==> src/rtl/ext_irq_arb_pkg.sv <==
// +----------------------------------------------------------------------+
// | ext_irq_arb_pkg : shared constants and types for the interrupt arbiter|
// | Rev 1.0                                                              |
// +----------------------------------------------------------------------+
`default_nettype none

package ext_irq_arb_pkg;

  localparam int c_IRQ_NUM_DEF = 8;
  localparam int c_IDW_DEF     = 4;

  localparam logic [3:0] c_REG_PEND  = 4'd0;
  localparam logic [3:0] c_REG_EN    = 4'd1;
  localparam logic [3:0] c_REG_CLAIM = 4'd2;
  localparam logic [3:0] c_REG_CTRL  = 4'd3;

  localparam logic c_MODE_FIXED = 1'b0;
  localparam logic c_MODE_RR    = 1'b1;

  typedef enum logic [1:0] {
    ST_IDLE    = 2'd0,
    ST_REQ     = 2'd1,
    ST_CLAIMED = 2'd2
  } arb_state_t;

endpackage

`default_nettype wire

==> src/rtl/ext_irq_arb_pick.sv <==
// +----------------------------------------------------------------------+
// | irq_pick : combinational winner search, fixed or round-robin wrap    |
// | Rev 1.0                                                              |
// +----------------------------------------------------------------------+
`default_nettype none

module irq_pick
  import ext_irq_arb_pkg::*;
#(
  parameter int IRQ_NUM = c_IRQ_NUM_DEF,
  parameter int IDW     = c_IDW_DEF
) (
  input  logic [IRQ_NUM-1:0] i_cand,
  input  logic [IDW-1:0]     i_start,
  input  logic               i_mode,
  output logic               o_found,
  output logic [IDW-1:0]     o_id
);

  int w_base;
  int w_idx;

  // Scan IRQ_NUM slots beginning at the start index; the first hit wins.
  always_comb begin
    o_found = 1'b0;
    o_id    = '0;
    w_idx   = 0;
    w_base  = (i_mode == c_MODE_RR) ? int'(i_start) : 0;
    for (int j = 0; j < IRQ_NUM; j++) begin
      w_idx = w_base + j;
      if (w_idx >= IRQ_NUM) w_idx = w_idx - IRQ_NUM;
      if (!o_found && i_cand[w_idx]) begin
        o_found = 1'b1;
        o_id    = IDW'(w_idx + 1);
      end
    end
  end

endmodule

`default_nettype wire

==> src/rtl/ext_irq_arb.sv <==
// +----------------------------------------------------------------------+
// | ext_irq_arb : edge-latched external interrupt arbiter, claim/complete|
// | Rev 1.0                                                              |
// +----------------------------------------------------------------------+
`default_nettype none

module ext_irq_arb
  import ext_irq_arb_pkg::*;
#(
  parameter int IRQ_NUM = c_IRQ_NUM_DEF,
  parameter int IDW     = c_IDW_DEF
) (
  input  logic               clk,
  input  logic               rst,
  input  logic [IRQ_NUM-1:0] irq_src_i,
  output logic               ex_trap_valid_o,
  input  logic               ex_trap_ready_i,
  input  logic               reg_we_i,
  input  logic [3:0]         reg_addr_i,
  input  logic [31:0]        reg_wdata_i,
  output logic [31:0]        reg_rdata_o,
  output logic [IDW-1:0]     claim_id_o
);

  localparam logic [IDW-1:0] c_LAST_RST = IDW'(IRQ_NUM - 1);

  arb_state_t         r_state, w_state_nxt;
  logic [IRQ_NUM-1:0] r_src_q, r_hold, r_pend, r_en;
  logic [IRQ_NUM-1:0] w_rise, w_clr, w_cand;
  logic               r_mode;
  logic [IDW-1:0]     r_req_id, r_claim_id, r_last;
  logic [IDW-1:0]     w_start, w_pick_id;
  logic               w_found, w_grant, w_complete;

  // r_hold masks sources seen high at reset until they drop, so a level
  // held through reset is not mistaken for a fresh edge.
  assign w_rise     = irq_src_i & ~r_src_q & ~r_hold;
  assign w_cand     = r_pend & r_en;
  assign w_grant    = (r_state == ST_REQ) && ex_trap_ready_i;
  assign w_complete = (r_state == ST_CLAIMED) && reg_we_i &&
                      (reg_addr_i == c_REG_CLAIM) &&
                      (reg_wdata_i[IDW-1:0] == r_claim_id);
  assign w_start    = (r_last == c_LAST_RST) ? '0 : r_last + IDW'(1);
  assign claim_id_o = r_claim_id;

  irq_pick #(
    .IRQ_NUM (IRQ_NUM),
    .IDW     (IDW)
  ) u_pick (
    .i_cand  (w_cand),
    .i_start (w_start),
    .i_mode  (r_mode),
    .o_found (w_found),
    .o_id    (w_pick_id)
  );

  always_comb begin
    w_clr = '0;
    for (int k = 0; k < IRQ_NUM; k++) begin
      if (w_grant && (r_req_id == IDW'(k + 1))) w_clr[k] = 1'b1;
    end
  end

  always_comb begin
    w_state_nxt     = r_state;
    ex_trap_valid_o = 1'b0;
    unique case (r_state)
      ST_IDLE:    if (w_found) w_state_nxt = ST_REQ;
      ST_REQ: begin
        ex_trap_valid_o = 1'b1;
        if (ex_trap_ready_i) w_state_nxt = ST_CLAIMED;
      end
      ST_CLAIMED: if (w_complete) w_state_nxt = ST_IDLE;
      default:    w_state_nxt = ST_IDLE;
    endcase
  end

  always_ff @(posedge clk) begin
    if (rst) begin
      r_state    <= ST_IDLE;
      r_src_q    <= '0;
      r_hold     <= irq_src_i;
      r_pend     <= '0;
      r_en       <= '0;
      r_mode     <= c_MODE_FIXED;
      r_req_id   <= '0;
      r_claim_id <= '0;
      r_last     <= c_LAST_RST;
    end else begin
      r_state <= w_state_nxt;
      r_src_q <= irq_src_i;
      r_hold  <= r_hold & irq_src_i;
      // A new edge in the grant cycle re-sets the bit being cleared.
      r_pend  <= (r_pend & ~w_clr) | w_rise;
      if (reg_we_i && (reg_addr_i == c_REG_EN))   r_en   <= reg_wdata_i[IRQ_NUM-1:0];
      if (reg_we_i && (reg_addr_i == c_REG_CTRL)) r_mode <= reg_wdata_i[0];
      if ((r_state == ST_IDLE) && w_found) r_req_id <= w_pick_id;
      if (w_grant) begin
        r_claim_id <= r_req_id;
        r_last     <= r_req_id - IDW'(1);
      end else if (w_complete) begin
        r_claim_id <= '0;
      end
    end
  end

  always_comb begin
    reg_rdata_o = '0;
    case (reg_addr_i)
      c_REG_PEND:  reg_rdata_o = {{(32-IRQ_NUM){1'b0}}, r_pend};
      c_REG_EN:    reg_rdata_o = {{(32-IRQ_NUM){1'b0}}, r_en};
      c_REG_CLAIM: reg_rdata_o = {{(32-IDW){1'b0}}, r_claim_id};
      c_REG_CTRL:  reg_rdata_o = {31'd0, r_mode};
      default:     reg_rdata_o = '0;
    endcase
  end

endmodule

`default_nettype wire

==> config.mk <==
export PLATFORM = sky130hd
export DESIGN_NAME = ext_irq_arb
export DESIGN_NICKNAME = d
export VERILOG_FILES = /design/src/rtl/ext_irq_arb_pkg.sv /design/src/rtl/ext_irq_arb_pick.sv /design/src/rtl/ext_irq_arb.sv
export SDC_FILE = /design/constraint.sdc
export NUM_CORES = 1
export LEC_CHECK = 0
export ABC_AREA = 1
export CORE_AREA = 3 3 82 142
export DETAILED_ROUTE_END_ITERATION = 6
export DIE_AREA = 0 0 85 145
export GPL_TIMING_DRIVEN = 0
export PLACE_DENSITY = 0.61
export SLEW_MARGIN = 20
export SYNTH_ARGS = -nofsm -noshare
export SYNTH_HDL_FRONTEND = slang
export SYNTH_SLANG_ARGS = --single-unit
==> constraint.sdc <==
create_clock -name clk -period 2.4 [get_ports clk]
set_input_delay 0.48 -clock clk [delete_from_list [all_inputs] [get_ports clk]]
set_output_delay 0.48 -clock clk [all_outputs]
set_load 0.01 [all_outputs]
==> impl_results.html <==
<table>
<tr><th>Metric</th><th>Value</th></tr>
<tr><th colspan="2">Status</th></tr>
<tr><td>Outcome</td><td>complete, but fails checks</td></tr>
<tr><td>Violated checks</td><td>setup timing</td></tr>
<tr><th colspan="2">Global route</th></tr>
<tr><td>GRT Max-Usage Layer</td><td>met2</td></tr>
<tr><td>Total overflow reported by the global router</td><td>0</td></tr>
<tr><td>Pin count of the biggest net entering global routing</td><td>15</td></tr>
<tr><td>Global-route track usage on met1</td><td>0.158</td></tr>
<tr><td>Wire length of the first global-routing pass</td><td>16800 um</td></tr>
<tr><td>Initial antenna violation count</td><td>0</td></tr>
<tr><td>Global-route total usage across every layer</td><td>0.169</td></tr>
<tr><td>Number of global-route vias before repair</td><td>around 3600</td></tr>
<tr><td>GR Util met3</td><td>0.0227</td></tr>
<tr><td>Met2 usage in global routing</td><td>0.325</td></tr>
<tr><th colspan="2">Clocking</th></tr>
<tr><td>CTS Hold Bufs</td><td>0</td></tr>
<tr><td>Number of sinks driven by the clock tree</td><td>47</td></tr>
<tr><td>Clock insertion delay at the later pin of the skew report</td><td>slightly below 300 ps</td></tr>
<tr><td>H-tree level count</td><td>2</td></tr>
<tr><td>Clock-pin transition on the worst setup and hold timing paths</td><td>60 ps</td></tr>
<tr><td>Worst-case clock buffer depth</td><td>2</td></tr>
<tr><td>Library cell used as clock root buffer</td><td>sky130_fd_sc_hd__clkbuf_16</td></tr>
<tr><td>Clock buffers created by TritonCTS</td><td>5</td></tr>
<tr><td>Clock tree from TritonCTS</td><td>done</td></tr>
<tr><th colspan="2">Critical path</th></tr>
<tr><td>Crit start category</td><td>register</td></tr>
<tr><td>Critical path type</td><td>register to register</td></tr>
<tr><td>Worst Path Max Fanout</td><td>6</td></tr>
<tr><td>Arrival time reported for the critical path endpoint</td><td>2660 ps</td></tr>
<tr><td>Required time of the critical path</td><td>around 2600 ps</td></tr>
<tr><td>Crit end category</td><td>register</td></tr>
<tr><th colspan="2">Floorplanning</th></tr>
<tr><td>IO Count</td><td>85</td></tr>
<tr><td>Die Height</td><td>between 100 and 150 um</td></tr>
<tr><td>Initial Util</td><td>0.344</td></tr>
<tr><td>DIE AREA</td><td>between 0.01 and 0.015 mm2</td></tr>
<tr><td>Cell row count</td><td>50</td></tr>
<tr><td>Die width</td><td>roughly 85 um</td></tr>
<tr><td>Core ar.</td><td>0.0107 mm2</td></tr>
<tr><th colspan="2">Route</th></tr>
<tr><td>Number of vias in the routed layout</td><td>approximately 3700</td></tr>
<tr><td>Starting DRT DRC Count</td><td>around 140</td></tr>
<tr><td>Pre-Repair DR Iteration Count</td><td>4</td></tr>
<tr><td>Number of antenna-violating nets in the routed design</td><td>0</td></tr>
<tr><td>Routed len/inst</td><td>roughly 14 um</td></tr>
<tr><td>Final routed DRC violation total</td><td>0</td></tr>
<tr><td>Final routed wirelength across all metal layers</td><td>10400 um</td></tr>
<tr><td>Number of vias per cell after detailed routing</td><td>4.82</td></tr>
<tr><th colspan="2">Timing</th></tr>
<tr><td>Achievable Freq</td><td>about 0.4 GHz</td></tr>
<tr><td>Number of max-slew violations in the final report</td><td>0</td></tr>
<tr><td>Final critical path time including I/O delays and setup</td><td>~2400 ps</td></tr>
<tr><td>Post-route setup slack</td><td>-37.2 ps</td></tr>
<tr><td>Relative slew margins</td><td>0.588</td></tr>
<tr><td>Setup clock skew after layout</td><td>between 5 and 6 ps</td></tr>
<tr><td>RSZ-0062 raised after global routing</td><td>yes</td></tr>
<tr><td>Final setup violation count</td><td>4</td></tr>
<tr><td>Hold Worst Slack</td><td>around 450 ps</td></tr>
<tr><td>Fin crit share</td><td>1.02</td></tr>
<tr><td>Endpoints failing hold</td><td>0</td></tr>
<tr><td>Worst-margin pin slew</td><td>618 ps</td></tr>
<tr><th colspan="2">Final layout</th></tr>
<tr><td>Non-filler cells, final</td><td>~770</td></tr>
<tr><td>Number of nets in the layout</td><td>around 700</td></tr>
<tr><td>Share of layout cells above drive strength 1</td><td>0.249</td></tr>
<tr><td>Highest-count cells in the layout ignoring fill and taps</td><td>102 x sky130_fd_sc_hd__nand2_1, 62 x sky130_fd_sc_hd__inv_1, 57 x sky130_fd_sc_hd__buf_4</td></tr>
<tr><td>Area overhead of the layout relative to synthesis</td><td>34.2%</td></tr>
<tr><td>Fillers</td><td>around 1100</td></tr>
<tr><td>Most common cell after layout, fill and taps aside</td><td>sky130_fd_sc_hd__nand2_1</td></tr>
<tr><td>End-of-flow core utilization</td><td>0.461</td></tr>
<tr><td>Diodes inserted</td><td>0</td></tr>
<tr><th colspan="2">Logic synthesis</th></tr>
<tr><td>Synthesis warning total</td><td>0</td></tr>
<tr><td>Netlist cell types</td><td>38</td></tr>
<tr><td>#FFs+latches synth</td><td>47</td></tr>
<tr><td>Gate count after technology mapping</td><td>about 540</td></tr>
<tr><td>Syn avg cell area</td><td>a little under 7 um2</td></tr>
<tr><td>Syn Std Cell Area</td><td>roughly 0.0037 mm2</td></tr>
<tr><td>Portion of the post-synthesis area used by sequential elements</td><td>0.256</td></tr>
<tr><th colspan="2">Power and ir drop</th></tr>
<tr><td>Highest ir drop seen on vdd</td><td>between 500 and 600 uV</td></tr>
<tr><td>Sequential fraction of design power</td><td>0.458</td></tr>
<tr><td>Sw Share</td><td>0.257</td></tr>
<tr><td>Clock share of power</td><td>0.386</td></tr>
<tr><td>Internal Dissipation</td><td>about 1.4 mW</td></tr>
<tr><td>Leak pwr</td><td>2.32 nW</td></tr>
<tr><td>Switching power total</td><td>472 uW</td></tr>
<tr><td>Cell Pwr Density</td><td>~370 mW/mm2</td></tr>
<tr><td>Part of the power in combinational logic</td><td>0.156</td></tr>
<tr><th colspan="2">Placement</th></tr>
<tr><td>Number of I/O port buffers</td><td>35</td></tr>
<tr><td>Final weighted congestion in routability-driven placement</td><td>about 0.94</td></tr>
<tr><td>Number of instances in the placed design</td><td>a little over 700</td></tr>
<tr><td>Hpwl dp</td><td>around 8000 um</td></tr>
<tr><td>Pre-CTS setup slack</td><td>-820 ps</td></tr>
<tr><th colspan="2">Min path</th></tr>
<tr><td>Min-Delay Path Class</td><td>register to register</td></tr>
<tr><th colspan="2">Flow run</th></tr>
<tr><td># Max-Cap Violations</td><td>0</td></tr>
</table>
-- cells by family after synthesis --
logic type                 synth area share
and+or+nand+nor                       0.363
adders and majority gates            0.0647
xor gates and xnor gates             0.0405
DFF                                   0.256
other                               0.00102
buffers and inverters                 0.153
AOI/OAI and AO/OA                     0.122
-- layout make-up --
type                            count  area (um2)  share of cell area
Timing Repair Buffer               70         604               0.123
Tap cell                          130         163              0.0330
Inverter                           78         330              0.0670
Clock buffer                        7         143              0.0289
Clock inverter                      1        8.76             0.00178
Buffer                             35         256              0.0520
Multi-Input combinational cell    400        2480               0.503
Sequential cell                    47         948               0.192
-- power by group through the flow --
stage	clock network [mW]	registers, mW	logic [mW]
after floorplan	0	0.850	0.176
after global placement	0	0.856	0.254
after detailed placement	0	0.858	0.258
after CTS	0.724	0.840	0.276
after global routing	0.753	0.844	0.320
final	0.709	0.840	0.287
-- timing repair --
| action | 4_1_cts | 5_1_grt |
|---|---|---|
| pin swaps | 22 | 9 |
| setup endpoints to repair | 13 | 13 |
| buffers inserted | 28 | 7 |
| resized for setup | 45 | 40 |
-- synthesized netlist by cell type (all sizes together) --
cell / n / area share
o21ai: 33 / 0.047
nor4: 1 / 0.0017
buf: 29 / 0.064
a21oi: 39 / 0.054
o211ai: 1 / 0.0020
inv: 77 / 0.080
o221ai: 1 / 0.0024
nor2: 48 / 0.060
o31ai: 6 / 0.012
o2111ai: 1 / 0.0024
dfxtp: 47 / 0.26
nand4: 13 / 0.027
conb: 1 / 0.0010
nand3: 67 / 0.12
xnor2: 2 / 0.0048
nand2: 118 / 0.14
xor2: 15 / 0.036
nor3: 7 / 0.0095
ha: 19 / 0.065
clkbuf: 7 / 0.0072
nand3b: 4 / 0.0082
clkinv: 1 / 0.0014
a21o: 1 / 0.0020
-- metal layers --
layer	part of all wire	vias up
met5	0	-
met4	0.064	0
met3	0.033	35
met2	0.55	91
met1	0.35	1680
li1	-	1896
-- critical path, stage by stage (launching register included) --
cell                      delay [ps]
sky130_fd_sc_hd__dfxtp_4         360
sky130_fd_sc_hd__ha_4            160
sky130_fd_sc_hd__nand3_4         120
sky130_fd_sc_hd__nand2_8         130
sky130_fd_sc_hd__inv_8            40
sky130_fd_sc_hd__ha_4            160
sky130_fd_sc_hd__inv_2            40
sky130_fd_sc_hd__nand4_1         150
sky130_fd_sc_hd__nand2_4         170
sky130_fd_sc_hd__nand3_4         100
sky130_fd_sc_hd__nand2_8         120
sky130_fd_sc_hd__nand4_4         100
sky130_fd_sc_hd__nor2_4          170
sky130_fd_sc_hd__nand4_4         120
sky130_fd_sc_hd__nand2_4         140
sky130_fd_sc_hd__buf_4           120
sky130_fd_sc_hd__nand2_1          50
sky130_fd_sc_hd__a21oi_2         120
-- state kept, by name, indices dropped and copies added, names as in the netlist --
| name | count |
|---|---|
| r_pend | 8 |
| r_en | 8 |
| r_src_q | 8 |
| r_last | 4 |
| r_req_id | 4 |
| r_state | 2 |
| r_hold | 8 |
| claim_id_o | 4 |
| r_mode | 1 |
-- metrics by stage --
stage	power, mW	area [um2]	TNS [ps]
detailed placement	1.12	4320	-8360
CTS	1.84	4810	-20.9
global placement	1.11	4320	-8060
finish	1.84	4930	-67.3
floorplan	1.03	3810	0
global route	1.92	4930	-661
-- worst paths after layout --
path | endpoint | slack, ps | cells past startpoint | startpoint
worst max-delay path | r_req_id[1] | -40 | 17 | r_last[1]
worst min-delay path | r_hold[2] | 450 | 2 | r_hold[2]
worst max register to register | r_req_id[1] | -40 | 17 | r_last[1]
worst min register to register | r_hold[2] | 450 | 2 | r_hold[2]
Note: power is estimated with default switching activity, not from simulation.
